===== src/rtl/uart_tx_periph_pkg.sv =====
// Shared bus encodings, UART register offsets, STATUS bit indices and TX FSM states.
package uart_tx_periph_pkg;

    localparam logic [1:0] MODE_IDLE  = 2'b00;
    localparam logic [1:0] MODE_READ  = 2'b01;
    localparam logic [1:0] MODE_WRITE = 2'b10;

    localparam logic [1:0] REQW_B = 2'b00;
    localparam logic [1:0] REQW_H = 2'b01;
    localparam logic [1:0] REQW_W = 2'b10;

    localparam logic [3:0] UART_DATA   = 4'h0;
    localparam logic [3:0] UART_STATUS = 4'h4;
    localparam logic [3:0] UART_DIV    = 4'h8;
    localparam logic [3:0] UART_CTRL   = 4'hC;

    localparam int unsigned STAT_BUSY      = 0;
    localparam int unsigned STAT_FULL      = 1;
    localparam int unsigned STAT_EMPTY     = 2;
    localparam int unsigned STAT_OVERRUN   = 3;
    localparam int unsigned STAT_LEVEL_LSB = 4;

    typedef enum logic [1:0] {
        TX_IDLE,
        TX_START,
        TX_DATA,
        TX_STOP
    } tx_state_t;

    function automatic logic [3:0] sat_nibble(input logic [31:0] v);
        return (v > 32'd15) ? 4'hF : v[3:0];
    endfunction

endpackage


===== src/rtl/uart_tx_periph_sync_fifo.sv =====
// Synchronous FIFO with occupancy count; a push while full is accepted only if a pop frees a slot.
module sync_fifo #(
    parameter int unsigned WIDTH = 8,
    parameter int unsigned DEPTH = 8
) (
    input  logic                       clk,
    input  logic                       reset,
    input  logic                       push,
    input  logic [WIDTH-1:0]           push_data,
    input  logic                       pop,
    output logic [WIDTH-1:0]           pop_data,
    output logic                       full,
    output logic                       empty,
    output logic [$clog2(DEPTH):0]     level
);
    localparam int unsigned AW = $clog2(DEPTH);
    localparam logic [AW:0] FULL_COUNT = (AW + 1)'(DEPTH);

    logic [WIDTH-1:0] mem [DEPTH];
    logic [AW-1:0]    wr_ptr;
    logic [AW-1:0]    rd_ptr;
    logic [AW:0]      count;
    logic             do_push;
    logic             do_pop;

    assign full     = (count == FULL_COUNT);
    assign empty    = (count == '0);
    assign level    = count;
    assign pop_data = mem[rd_ptr];
    assign do_pop   = pop && !empty;
    assign do_push  = push && (!full || do_pop);

    always_ff @(posedge clk) begin
        if (do_push) begin
            mem[wr_ptr] <= push_data;
        end
    end

    always_ff @(posedge clk) begin
        if (reset) begin
            wr_ptr <= '0;
            rd_ptr <= '0;
            count  <= '0;
        end else begin
            if (do_push) begin
                wr_ptr <= wr_ptr + 1'b1;
            end
            if (do_pop) begin
                rd_ptr <= rd_ptr + 1'b1;
            end
            case ({do_push, do_pop})
                2'b10:   count <= count + 1'b1;
                2'b01:   count <= count - 1'b1;
                default: count <= count;
            endcase
        end
    end

endmodule


===== src/rtl/uart_tx_periph.sv =====
// Memory-mapped 8N1 UART transmitter: register file, TX FIFO and bit serialiser.
// Optional interrupt output is enabled by defining UART_TX_IRQ_EN.
module uart_tx_periph
    import uart_tx_periph_pkg::*;
#(
    parameter int unsigned FIFO_DEPTH  = 8,
    parameter int unsigned DEFAULT_DIV = 434
) (
    input  logic        clk,
    input  logic        reset,
    input  logic        select,
    input  logic [31:0] address,
    input  logic [31:0] write_data,
    input  logic [1:0]  reqw,
    input  logic [1:0]  mode,
    input  logic        reqs,
    output logic [31:0] read_data,
    output logic        txd,
    output logic        irq
);
    localparam int unsigned LW = $clog2(FIFO_DEPTH) + 1;
    localparam logic [15:0] DIV_RESET = (DEFAULT_DIV == 0) ? 16'd1 : 16'(DEFAULT_DIV);

    logic [3:0]    offset;
    logic          wr_en;
    logic          push;
    logic          pop;
    logic [7:0]    pop_data;
    logic          full;
    logic          empty;
    logic [LW-1:0] level;
    logic [15:0]   div_reg;
    logic          enable;
    logic          overrun;
    logic          ctrl_irq_en;
    logic          busy;

    tx_state_t   state, state_n;
    logic [15:0] bit_cnt, bit_cnt_n;
    logic [15:0] bit_div, bit_div_n;
    logic [2:0]  bit_idx, bit_idx_n;
    logic [7:0]  shift, shift_n;
    logic        bit_done;

    logic unused_bus;
    assign unused_bus = ^{address[31:4], write_data[31:16], reqw, reqs};

    assign offset = address[3:0];
    assign wr_en  = select && (mode == MODE_WRITE) && (address[1:0] == 2'b00);
    assign push   = wr_en && (offset == UART_DATA);
    assign busy   = (state != TX_IDLE);

    sync_fifo #(
        .WIDTH (8),
        .DEPTH (FIFO_DEPTH)
    ) u_fifo (
        .clk       (clk),
        .reset     (reset),
        .push      (push),
        .push_data (write_data[7:0]),
        .pop       (pop),
        .pop_data  (pop_data),
        .full      (full),
        .empty     (empty),
        .level     (level)
    );

    always_ff @(posedge clk) begin
        if (reset) begin
            div_reg <= DIV_RESET;
            enable  <= 1'b1;
            overrun <= 1'b0;
        end else begin
            if (wr_en) begin
                case (offset)
                    UART_STATUS: if (write_data[STAT_OVERRUN]) overrun <= 1'b0;
                    UART_DIV:    div_reg <= (write_data[15:0] == '0) ? 16'd1 : write_data[15:0];
                    UART_CTRL:   enable  <= write_data[0];
                    default:     ;
                endcase
            end
            if (push && full && !pop) begin
                overrun <= 1'b1;
            end
        end
    end

`ifdef UART_TX_IRQ_EN
    logic irq_en;
    logic irq_en_n;
    logic irq_q;

    assign irq_en_n = (wr_en && (offset == UART_CTRL)) ? write_data[1] : irq_en;

    // A push in the current cycle suppresses irq immediately rather than one cycle late.
    always_ff @(posedge clk) begin
        if (reset) begin
            irq_en <= 1'b0;
            irq_q  <= 1'b0;
        end else begin
            irq_en <= irq_en_n;
            irq_q  <= irq_en_n && empty && !busy && !push;
        end
    end

    assign ctrl_irq_en = irq_en;
    assign irq         = irq_q;
`else
    assign ctrl_irq_en = 1'b0;
    assign irq         = 1'b0;
`endif

    always_ff @(posedge clk) begin
        if (reset) begin
            state   <= TX_IDLE;
            bit_cnt <= '0;
            bit_div <= DIV_RESET;
            bit_idx <= '0;
            shift   <= '0;
        end else begin
            state   <= state_n;
            bit_cnt <= bit_cnt_n;
            bit_div <= bit_div_n;
            bit_idx <= bit_idx_n;
            shift   <= shift_n;
        end
    end

    // bit_div is resampled from DIV only at bit boundaries so a divisor write never stretches a bit.
    assign bit_done = (bit_cnt == bit_div - 16'd1);

    always_comb begin
        state_n   = state;
        bit_cnt_n = bit_cnt;
        bit_div_n = bit_div;
        bit_idx_n = bit_idx;
        shift_n   = shift;
        pop       = 1'b0;
        case (state)
            TX_IDLE: begin
                if (enable && !empty) begin
                    pop       = 1'b1;
                    shift_n   = pop_data;
                    bit_cnt_n = '0;
                    bit_div_n = div_reg;
                    state_n   = TX_START;
                end
            end
            TX_START: begin
                if (bit_done) begin
                    bit_cnt_n = '0;
                    bit_div_n = div_reg;
                    bit_idx_n = '0;
                    state_n   = TX_DATA;
                end else begin
                    bit_cnt_n = bit_cnt + 16'd1;
                end
            end
            TX_DATA: begin
                if (bit_done) begin
                    bit_cnt_n = '0;
                    bit_div_n = div_reg;
                    shift_n   = {1'b0, shift[7:1]};
                    bit_idx_n = bit_idx + 3'd1;
                    if (bit_idx == 3'd7) begin
                        state_n = TX_STOP;
                    end
                end else begin
                    bit_cnt_n = bit_cnt + 16'd1;
                end
            end
            TX_STOP: begin
                if (bit_done) begin
                    bit_cnt_n = '0;
                    state_n   = TX_IDLE;
                end else begin
                    bit_cnt_n = bit_cnt + 16'd1;
                end
            end
            default: state_n = TX_IDLE;
        endcase
    end

    always_comb begin
        case (state)
            TX_START: txd = 1'b0;
            TX_DATA:  txd = shift[0];
            default:  txd = 1'b1;
        endcase
    end

    always_comb begin
        read_data = '0;
        if (select && (mode == MODE_READ)) begin
            case (offset)
                UART_STATUS: begin
                    read_data[STAT_BUSY]    = busy;
                    read_data[STAT_FULL]    = full;
                    read_data[STAT_EMPTY]   = empty;
                    read_data[STAT_OVERRUN] = overrun;
                    read_data[STAT_LEVEL_LSB +: 4] = sat_nibble(32'(level));
                end
                UART_DIV:  read_data[15:0] = div_reg;
                UART_CTRL: read_data[1:0]  = {ctrl_irq_en, enable};
                default:   read_data = '0;
            endcase
        end
    end

endmodule

===== config.mk =====
export PLATFORM = sky130hd
export DESIGN_NAME = uart_tx_periph
export DESIGN_NICKNAME = d
export VERILOG_FILES = /design/src/rtl/uart_tx_periph_pkg.sv /design/src/rtl/uart_tx_periph_sync_fifo.sv /design/src/rtl/uart_tx_periph.sv
export SDC_FILE = /design/constraint.sdc
export NUM_CORES = 1
export LEC_CHECK = 0
export ABC_AREA = 1
export BUFFER_PORTS_ARGS = -buffer_cell sky130_fd_sc_hd__buf_2
export CORE_ASPECT_RATIO = 0.75
export CORE_UTILIZATION = 62
export DETAILED_ROUTE_END_ITERATION = 8
export PLACE_DENSITY = 0.85
export SLEW_MARGIN = 40
export SYNTH_ARGS = -nofsm -noshare
export SYNTH_HDL_FRONTEND = slang
export SYNTH_HIERARCHICAL = 1
export SYNTH_SLANG_ARGS = --single-unit

===== constraint.sdc =====
create_clock -name clk -period 6.8 [get_ports clk]
set_input_delay 0.34 -clock clk [delete_from_list [all_inputs] [get_ports clk]]
set_output_delay 0.34 -clock clk [all_outputs]
set_load 0.01 [all_outputs]

==> flow_summary.yaml, run 1 <==
timing:
  setup_slack_ns: 3.849
  slew_viol_final: 0
  hold_violations: 0
  grt_setup_unrepaired: "false"
  setup_tns_ns: 0
  fin_crit_sh_pct: 43.40
  slew_headroom_pct: 40.28
  clock_skew_ns: 0.006657
  hold_ws_ns: 0.1709
  tightest_slew_ns: 0.8925
  fmax_mhz: 338.9
  min_period_ns: 2.951
  report.final.setup_viol: 0
synth:
  yosys.area.top_type: "edfxtp_1"
  synth_ff_type: "dfxtp_1"
  yosysWarnings: 6
  ys_seq_elements: 140
  yosysMostFrequentCell: "nand2_1"
  ys_seq_area_share_pct: 47.55
  synth_edf_count: 64
  avgSynthCellArea_sq_um: 8.163
  netlist_instances: 887
  synth_common_cells: "nand2_1, nor2_1, dfxtp_1"
  yosysUniqueCellTypes: 44
  synthArstFlopShare_pct: 0
  yosys-top-cells-area: "edfxtp_1, dfxtp_1, nand2_1"
  synth_top_area_share_pct: 26.54
  syn_area_sq_um: 7241
placed_design:
  place_hpwl_microns: 10830
  dp_slack_ns: 3.745
  gp_congestion: 0.8645
  port_buffers: 41
clock_network:
  cts_resized: 0
  post_cts_buffers: 0
  cts_tree: "yes"
  cts.clk_slew.worst_paths_ns: 0.06
  cts_hold_buf: 0
  cts.sink_count: 140
  clk_latency_ns: 0.41
  numCtsBuffers: 17
  h-tree-depth: 4
  cts-root-buf: "clkbuf_16"
  ctsLongestPathBuffers: 2
layout:
  diodes: 0
  top_register: "u_fifo/mem"
  final_nets: 1007
  synthToLayoutAreaGrowth_pct: 10.64
  largest_reg_flops: 64
  drive_gt1_share_pct: 13.38
floorplan:
  dieArea_sq_um: 12120
  start_util_pct: 64.95
  die-height_microns: 95.59
  row_count: 33
  io_pins: 106
  die_x_microns: 126.8
  core_sq_um: 11150
outcome:
  status: "finished clean"
power:
  leakage_nw: 3.243
  ir_drop_v: 0.0001985
  powerDensity_nw_per_um2: 304.2
critical_path:
  endpoint_kind: "flip-flop"
  cp_num_buf_inv: 3
  start_kind: "flip-flop"
  critPathSlowestCell: "nor2_1"
  path_max_fanout: 15
  arrival_ns: 3.29
  path_class: "reg -> reg"
  required_ns: 7.14
  crit_family: "simple AND/OR/NAND/NOR gates"
  cp_cell_sequence: "nor2_2 -> nand2_4 -> inv_1 -> inv_1 -> nand2_1 -> nand2_1 -> inv_1 -> nor2_1 -> nand2_4 -> nor2_1 -> nand2_1 -> a21oi_1"
  crit_path_max_incr_delay_ns: 0.67
drt:
  vias: 6120
  firstDrtPassIters: 5
  vias_per_cell: 5.698
  drt_iter0_drc: 641
  drcViolationCount: 0
  wirelength_met1_microns: 7449
  ant_nets: 0
  routed_wl_microns: 16130
  wl_met2_microns: 7243
  top_layer: "met4"
  wire_per_inst_microns: 15.02
  wl_met3_microns: 1313
flow_run:
  maxCapViolCount: 0
global_route:
  grt_pass1_wl_microns: 26480
  grt_pass1_vias: 5405
  grt_overflow: 0
  track_usage_pct: 28.16
  antenna_found_initial: 0
  grt_max_degree: 40
worst_hold_path:
  hold_class: "in -> reg"
==> final cells by class <==
cell class                      instances  area, sq um
Sequential cell                       140         3445
Timing Repair Buffer                   42        212.7
Clock inverter                         14        146.4
Fill cell                             787         3137
Tap cell                              140        175.2
Inverter                               85        322.8
Clock buffer                           18        429.2
Multi-Input combinational cell        635         3281
==> where the power goes <==
| group | total [W] | switching (W) | internal [W] |
|---|---|---|---|
| clock | 0.000894 | 0.000354 | 0.000540 |
| combinational | 0.000555 | 0.000385 | 0.000171 |
| sequential | 0.000987 | 0.0000558 | 0.000931 |
| total | 0.00244 | 0.000795 | 0.00164 |
==> cell usage in the layout (no fill, tap or decap), types with 17 or more instances in the layout <==
cell       count
o21ai_1       22
o22ai_1       23
buf_2         41
conb_1        17
nand3_1       48
inv_1         71
clkbuf_16     17
nand2_1      197
a21oi_1       36
nor2_1       128
dfxtp_1       75
edfxtp_1      64
nand4_1       23
o21ai_0       30
==> worst reg2reg max path, delay by kind of cell, from the launching register on <==
kind | cells | cell delay, ns
buffers and inverters | 3 | 0.51
AOI/OAI and AO/OA | 1 | 0.11
DFF | 1 | 0.47
and+or+nand+nor | 8 | 1.77
==> per-layer routing <==
metal	vias to the layer above	track usage (%)
li1	2981	-
met1	2836	39.37
met2	285	45.67
met3	18	5.387
met4	0	6.647
met5	-	0
==> worst paths after layout <==
kind	start	to	slack (ns)	cells past startpoint
setup reg to reg	u_fifo/level[3]	bit_cnt[14]	3.85	12
hold / removal	write_data[8]	div_reg[8]	0.17	3
hold reg to reg	u_fifo/rd_ptr[2]	flip-flop	0.45	2
setup / recovery	u_fifo/level[3]	bit_cnt[14]	3.85	12
==> kinds of logic (layout without fill, tap and decap cells) <==
kind of cell    after synthesis  after routing  share of synthesized area (%)
fa+ha+maj                    14             14                          2.523
xor+xnor                     21             21                          2.540
mux                          16             16                          2.212
buf+inv                     128            159                          8.173
other cells                   1             17                        0.05179
simple gates                450            450                          28.20
compound gates              117            117                          8.744
flops                       140            140                          47.55
==> metrics by stage <==
| stage | utilization (%) | area, sq um | power [W] | instances |
|---|---|---|---|---|
| 2_1_floorplan | - | 7301 | 0.001427 | 903 |
| 3_3_place_gp | 66.55 | 7420 | 0.001511 | 1042 |
| 3_5_place_dp | 66.57 | 7421 | 0.001531 | 1042 |
| 4_1_cts | 71.73 | 7996 | 0.002431 | 1074 |
| 5_1_grt | 71.86 | 8011 | 0.002560 | 1074 |
| 6_report | 71.86 | 8011 | 0.002437 | 1074 |
Note: power is estimated with default switching activity, not from simulation.
==> run 2, diff against run 1 <==
--- a/config.mk
+++ b/config.mk
@@ -8,9 +8,9 @@
 export ABC_AREA = 1
 export BUFFER_PORTS_ARGS = -buffer_cell sky130_fd_sc_hd__buf_2
 export CORE_ASPECT_RATIO = 0.75
-export CORE_UTILIZATION = 62
+export CORE_UTILIZATION = 52
 export DETAILED_ROUTE_END_ITERATION = 8
-export PLACE_DENSITY = 0.85
+export PLACE_DENSITY = 0.76
 export SLEW_MARGIN = 40
 export SYNTH_ARGS = -nofsm -noshare
 export SYNTH_HDL_FRONTEND = slang
==> constraint.sdc (replaced) <==
create_clock -name clk -period 2.7 [get_ports clk]
set_input_delay 0.135 -clock clk [delete_from_list [all_inputs] [get_ports clk]]
set_output_delay 0.135 -clock clk [all_outputs]
set_load 0.01 [all_outputs]
==> run 2 against run 1 <==
The run now ends with design-rule violations left. Largest power group unchanged. Largest cell class unchanged. Worst hold slack got worse by 0.14 ns. Clock-buffer cell count is the same. Non-clock buffer count rose by 29. Maximum frequency increased by 24%. Worst setup slack worse by 3.5 ns.
==> flow_summary.yaml, run 2 (synthesis results as in run 1) <==
layout:
  diodes: 0
  fin_area_sq_um: 8310
  final_common_cell: "nand2_1"
  final_nets: 1036
  stdcell_count: 1134
  synthToLayoutAreaGrowth_pct: 14.77
  largest_reg_flops: 64
  multi_input_area_sq_um: 3266
  mostFrequentLayoutCells: "nand2_1, nor2_1, dfxtp_1"
  top_register: "u_fifo/mem"
  fillers: 1099
  seq_area_sq_um: 3443
  drive_gt1_share_pct: 14.64
flow_run:
  maxCapViolCount: 0
critical_path:
  critPathSlowestCell: "dfxtp_1"
  crit_top_cell: "inv_1"
  arrival_ns: 2.70
  endpoint_kind: "flip-flop"
  path_class: "reg -> reg"
  cp_cell_sequence: "nor2_2 -> nand2_4 -> inv_1 -> inv_1 -> nand2_1 -> nor2_1 -> nand3_2 -> inv_1 -> ha_1 -> a21oi_1 -> nand3_1 -> nand2_2 -> nand3_1 -> nand2_1 -> nor2_1"
  required_ns: 3.02
  crit_path_max_incr_delay_ns: 0.45
  path_max_fanout: 6
  start_kind: "flip-flop"
clock_network:
  h-tree-depth: 4
  cts.clk_slew.worst_paths_ns: 0.06
  cts_tree: "yes"
  cts-root-buf: "clkbuf_16"
  post_cts_buffers: 0
  cts.sink_count: 140
  numCtsBuffers: 17
  clk_latency_ns: 0.42
  cts_resized: 0
  ctsLongestPathBuffers: 2
floorplan:
  die-height_microns: 104.2
  io_pins: 106
  dieArea_sq_um: 14400
  start_util_pct: 54.49
  core_sq_um: 13290
  die_x_microns: 138.3
  row_count: 36
drt:
  wire_per_inst_microns: 13.65
  firstDrtPassIters: 7
  wl_met2_microns: 6528
  top_layer: "met4"
  routed_wl_microns: 15480
  drt_iter0_drc: 508
  ant_nets: 0
  vias: 5950
  vias_per_cell: 5.247
  drcViolationCount: 6
  wirelength_met1_microns: 7733
  wl_met3_microns: 1046
global_route:
  track_usage_pct: 22.72
  grt_max_degree: 40
  grt_pass1_wl_microns: 25940
  grt_pass1_vias: 5319
  antenna_found_initial: 0
  grt_overflow: 0
power:
  pwr-share-seq_pct: 39.5
  powerDensity_nw_per_um2: 756.4
  power_switching_w: 0.002003
  p_sw_share_pct: 31.86
  p_total_w: 0.006286
  intPower_w: 0.004283
  ir_drop_v: 0.0005645
  clkPwrFrac_pct: 38.5
  comb_power_share_pct: 22.1
  leakage_nw: 3.406
timing:
  setup_tns_ns: 0
  report.final.setup_viol: 0
  hold_violations: 0
  clock_skew_ns: 0.007095
  min_period_ns: 2.386
  slew_headroom_pct: 47.87
  tightest_slew_ns: 0.7790
  grt_setup_unrepaired: "false"
  fmax_mhz: 419.0
  fin_crit_sh_pct: 88.39
  slew_viol_final: 0
placed_design:
  place_hpwl_microns: 10820
  place_inst: 1094
  port_buffers: 41
  gp_congestion: 0.8116
  dpl-instance-area_sq_um: 7616
outcome:
  violations: "design-rule violations"
  status: "complete, but fails checks"
worst_hold_path:
  hold_class: "in -> reg"
-- run 2: power groups by stage --
stage / Sequential (W) / Clock (W) / Combinational [W]
after floorplan: 0.00249 / 0 / 0.00111
after global placement: 0.00252 / 0 / 0.00133
after detailed placement: 0.00252 / 0 / 0.00136
after CTS: 0.00248 / 0.00245 / 0.00138
after global routing: 0.00250 / 0.00253 / 0.00159
final: 0.00248 / 0.00242 / 0.00139
-- run 2: critical path: cells and delay by family (launching register included) --
family                     cells  cell delay, ns
and+or+nand+nor               10            1.13
adders and majority gates      1            0.27
buffers and inverters          3            0.22
AOI/OAI and AO/OA              1            0.20
DFF                            1            0.45
-- run 2: final timing paths --
| check | from | to | slack (ns) | depth (start not counted) |
|---|---|---|---|---|
| setup reg to reg | u_fifo/level[3] | u_fifo/level[3] | 0.31 | 15 |
| hold reg to reg | u_fifo/rd_ptr[2] | flip-flop | 0.45 | 2 |
| setup / recovery | u_fifo/level[3] | u_fifo/level[3] | 0.31 | 15 |
| hold / removal | write_data[3] | u_fifo/mem[2][3] | 0.03 | 1 |
-- run 2: cell type report --
| class | instances | share of cell area [%] |
|---|---|---|
| Clock buffer | 18 | 5.164 |
| Clock inverter | 14 | 2.228 |
| Inverter | 85 | 3.884 |
| Tap cell | 171 | 2.575 |
| Timing Repair Buffer | 71 | 5.420 |
| Sequential cell | 140 | 41.43 |
| Multi-Input combinational cell | 635 | 39.30 |
-- run 2: per-stage QoR --
stage | setup WS (ns) | hold slack (ns) | util, %
CTS | 0.3377 | 0.02121 | 62.54
global route | 0.03734 | 0.02476 | 62.54
global placement | 0.3900 | 0.3734 | 57.32
floorplan | 0.3658 | 0.1974 | -
detailed placement | 0.3600 | 0.3749 | 57.32
finish | 0.3135 | 0.03181 | 62.54
-- run 2: per-layer routing --
| layer | vias up | GRT usage [%] |
|---|---|---|
| li1 | 3033 | - |
| met1 | 2714 | 32.80 |
| met2 | 186 | 33.31 |
| met3 | 17 | 5.525 |
| met4 | 0 | 7.303 |
| met5 | - | 0 |
-- run 2: repair_timing --
item,in CTS,in global routing
hold buffers,8,0
setup endpoints to repair,0,0
hold endpoints to repair,8,0
==> run 3, diff against run 2 <==
--- a/config.mk
+++ b/config.mk
@@ -10,7 +10,7 @@
 export CORE_ASPECT_RATIO = 0.75
 export CORE_UTILIZATION = 52
 export DETAILED_ROUTE_END_ITERATION = 8
-export PLACE_DENSITY = 0.76
+export PLACE_DENSITY_LB_ADDON = 0.15
 export SLEW_MARGIN = 40
 export SYNTH_ARGS = -nofsm -noshare
 export SYNTH_HDL_FRONTEND = slang
==> run 3 against run 2 <==
The flow still finishes with violations (design-rule violations). Critical path depth rose by 1. Sequential power hardly changed. Clock skew shrank 0.0020 ns. Worst setup slack better by 0.059 ns. First-iteration DRC count decreased by 19%. Largest power group unchanged. Register-to-register slack improved by 0.06 ns. Worst hold slack worse by 0.012 ns. Non-clock buffer count increased by 1.
==> flow_summary.yaml, run 3 (synthesis results as in run 1) <==
outcome:
  status: "complete, but fails checks"
  violations: "design-rule violations"
drt:
  firstDrtPassIters: 7
  wire_per_inst_microns: 13.70
  vias_per_cell: 5.206
  drcViolationCount: 6
  ant_nets: 0
  routed_wl_microns: 15550
  drt_iter0_drc: 414
  vias: 5909
clock_network:
  ctsLongestPathBuffers: 2
  h-tree-depth: 4
  cts.clk_slew.worst_paths_ns: 0.06
  cts_resized: 0
  cts-root-buf: "clkbuf_16"
  post_cts_buffers: 0
  cts.sink_count: 140
  cts_tree: "yes"
  cts_hold_buf: 8
  numCtsBuffers: 17
  clk_latency_ns: 0.42
global_route:
  antenna_found_initial: 0
  grt_max_degree: 34
  grt_pass1_vias: 5428
  grt_pass1_wl_microns: 26480
  track_usage_pct: 23.26
  grt_overflow: 0
placed_design:
  port_buffers: 41
  gp_congestion: 0.8554
  place_hpwl_microns: 11200
  dp_slack_ns: 0.3929
timing:
  fin_crit_sh_pct: 86.22
  report.final.setup_viol: 0
  clock_skew_ns: 0.005128
  grt_setup_unrepaired: "false"
  slew_viol_final: 0
  min_period_ns: 2.328
  slew_headroom_pct: 51.41
  hold_violations: 0
  tightest_slew_ns: 0.7262
  setup_slack_ns: 0.3720
  fmax_mhz: 429.6
  setup_tns_ns: 0
layout:
  top_register: "u_fifo/mem"
  mostFrequentLayoutCells: "nand2_1, nor2_1, dfxtp_1"
  diodes: 0
  multi_input_area_sq_um: 3266
  synthToLayoutAreaGrowth_pct: 14.00
  drive_gt1_share_pct: 14.42
  fillers: 1187
  final_common_cell: "nand2_1"
  postLayoutCoreUtil_pct: 62.12
  seq_area_sq_um: 3443
  largest_reg_flops: 64
  final_nets: 1037
critical_path:
  r2r_slack_ns: 0.37
  regToRegStartpoint: "bit_div[0]"
  endpoint_kind: "flip-flop"
  path_max_fanout: 17
  r2r_cells: 16
  arrival_ns: 2.68
  required_ns: 3.06
  crit_end: "bit_div[2]"
  path_class: "reg -> reg"
  crit_start: "bit_div[0]"
  start_kind: "flip-flop"
  r2r-end: "bit_div[2]"
power:
  clkPwrFrac_pct: 35.8
  power_switching_w: 0.001943
  p_total_w: 0.006015
  comb_power_share_pct: 23.0
  p_sw_share_pct: 32.31
  pwr-share-seq_pct: 41.2
  ir_drop_v: 0.0006625
  leakage_nw: 3.373
  intPower_w: 0.004071
  powerDensity_nw_per_um2: 728.7
floorplan:
  dieArea_sq_um: 14400
  io_pins: 106
  start_util_pct: 54.49
  die-height_microns: 104.2
  core_sq_um: 13290
  row_count: 36
  die_x_microns: 138.3
flow_run:
  maxCapViolCount: 0
worst_hold_path:
  hold_class: "in -> reg"
[run 3: cell types whose count changed in the layout (fill, tap and decap cells not counted), sizes merged]
cell      delta
buf          +1
bufinv       -2
clkinv       +1
clkinvlp     +3
inv          -2
[run 3: stage by stage]
stage          cells  hold slack (ns)  area [sq um]
6_report        1135          0.01947          8254
3_3_place_gp    1095           0.3763          7624
3_5_place_dp    1095           0.3796          7624
5_1_grt         1135          0.01818          8254
4_1_cts         1135         0.007989          8254
2_1_floorplan    903           0.1974          7301
[run 3: metal layers]
| layer | share of wire [%] | vias up | wire length [microns] | track usage (%) |
|---|---|---|---|---|
| met5 | 0 | - | 0 | 0 |
| met4 | 0.86 | 0 | 133 | 6.501 |
| li1 | - | 3046 | - | - |
| met1 | 53 | 2689 | 8271 | 35.50 |
| met2 | 40 | 162 | 6247 | 32.98 |
| met3 | 5.7 | 12 | 893 | 4.696 |
[run 3: worst max-delay path, cell delays in order (launching register included)]
cell	delay (ns)
dfxtp_1	0.33
inv_2	0.13
ha_1	0.26
nand3_4	0.14
nor2_4	0.17
nand2_1	0.06
nand2_1	0.06
nand2_1	0.08
nor2_1	0.11
nand2_1	0.07
nor2_2	0.10
nand3_2	0.13
nand2_2	0.11
nand2_4	0.12
clkinv_2	0.21
nor2_1	0.07
nor2_1	0.10
[run 3: how the worst min path moves through the flow]
stage | startpoint | endpoint | slack (ns) | cells past startpoint
after floorplan | reset | u_fifo/level[0] | 0.20 | 1
after global placement | write_data[8] | div_reg[8] | 0.38 | 3
after detailed placement | write_data[8] | div_reg[8] | 0.38 | 3
after CTS | write_data[3] | u_fifo/mem[2][3] | 0.008 | 1
after global routing | write_data[3] | u_fifo/mem[2][3] | 0.02 | 1
final | write_data[3] | u_fifo/mem[2][3] | 0.02 | 1
[run 3: layout make-up]
| cell class | instances | share of cell area (%) |
|---|---|---|
| inverter | 85 | 3.911 |
| multi-input combinational | 635 | 39.56 |
| tap | 171 | 2.592 |
| timing repair buffer | 72 | 5.548 |
| sequential | 140 | 41.72 |
| clock buffer | 18 | 5.199 |
| clock inverter | 14 | 1.470 |
[run 3: power groups by stage]
| stage | Sequential (W) | Combinational, W | Clock, W |
|---|---|---|---|
| 6_report | 0.00248 | 0.00138 | 0.00215 |
| 3_5_place_dp | 0.00252 | 0.00136 | 0 |
| 3_3_place_gp | 0.00252 | 0.00134 | 0 |
| 5_1_grt | 0.00250 | 0.00160 | 0.00229 |
| 2_1_floorplan | 0.00249 | 0.00111 | 0 |
| 4_1_cts | 0.00248 | 0.00139 | 0.00218 |
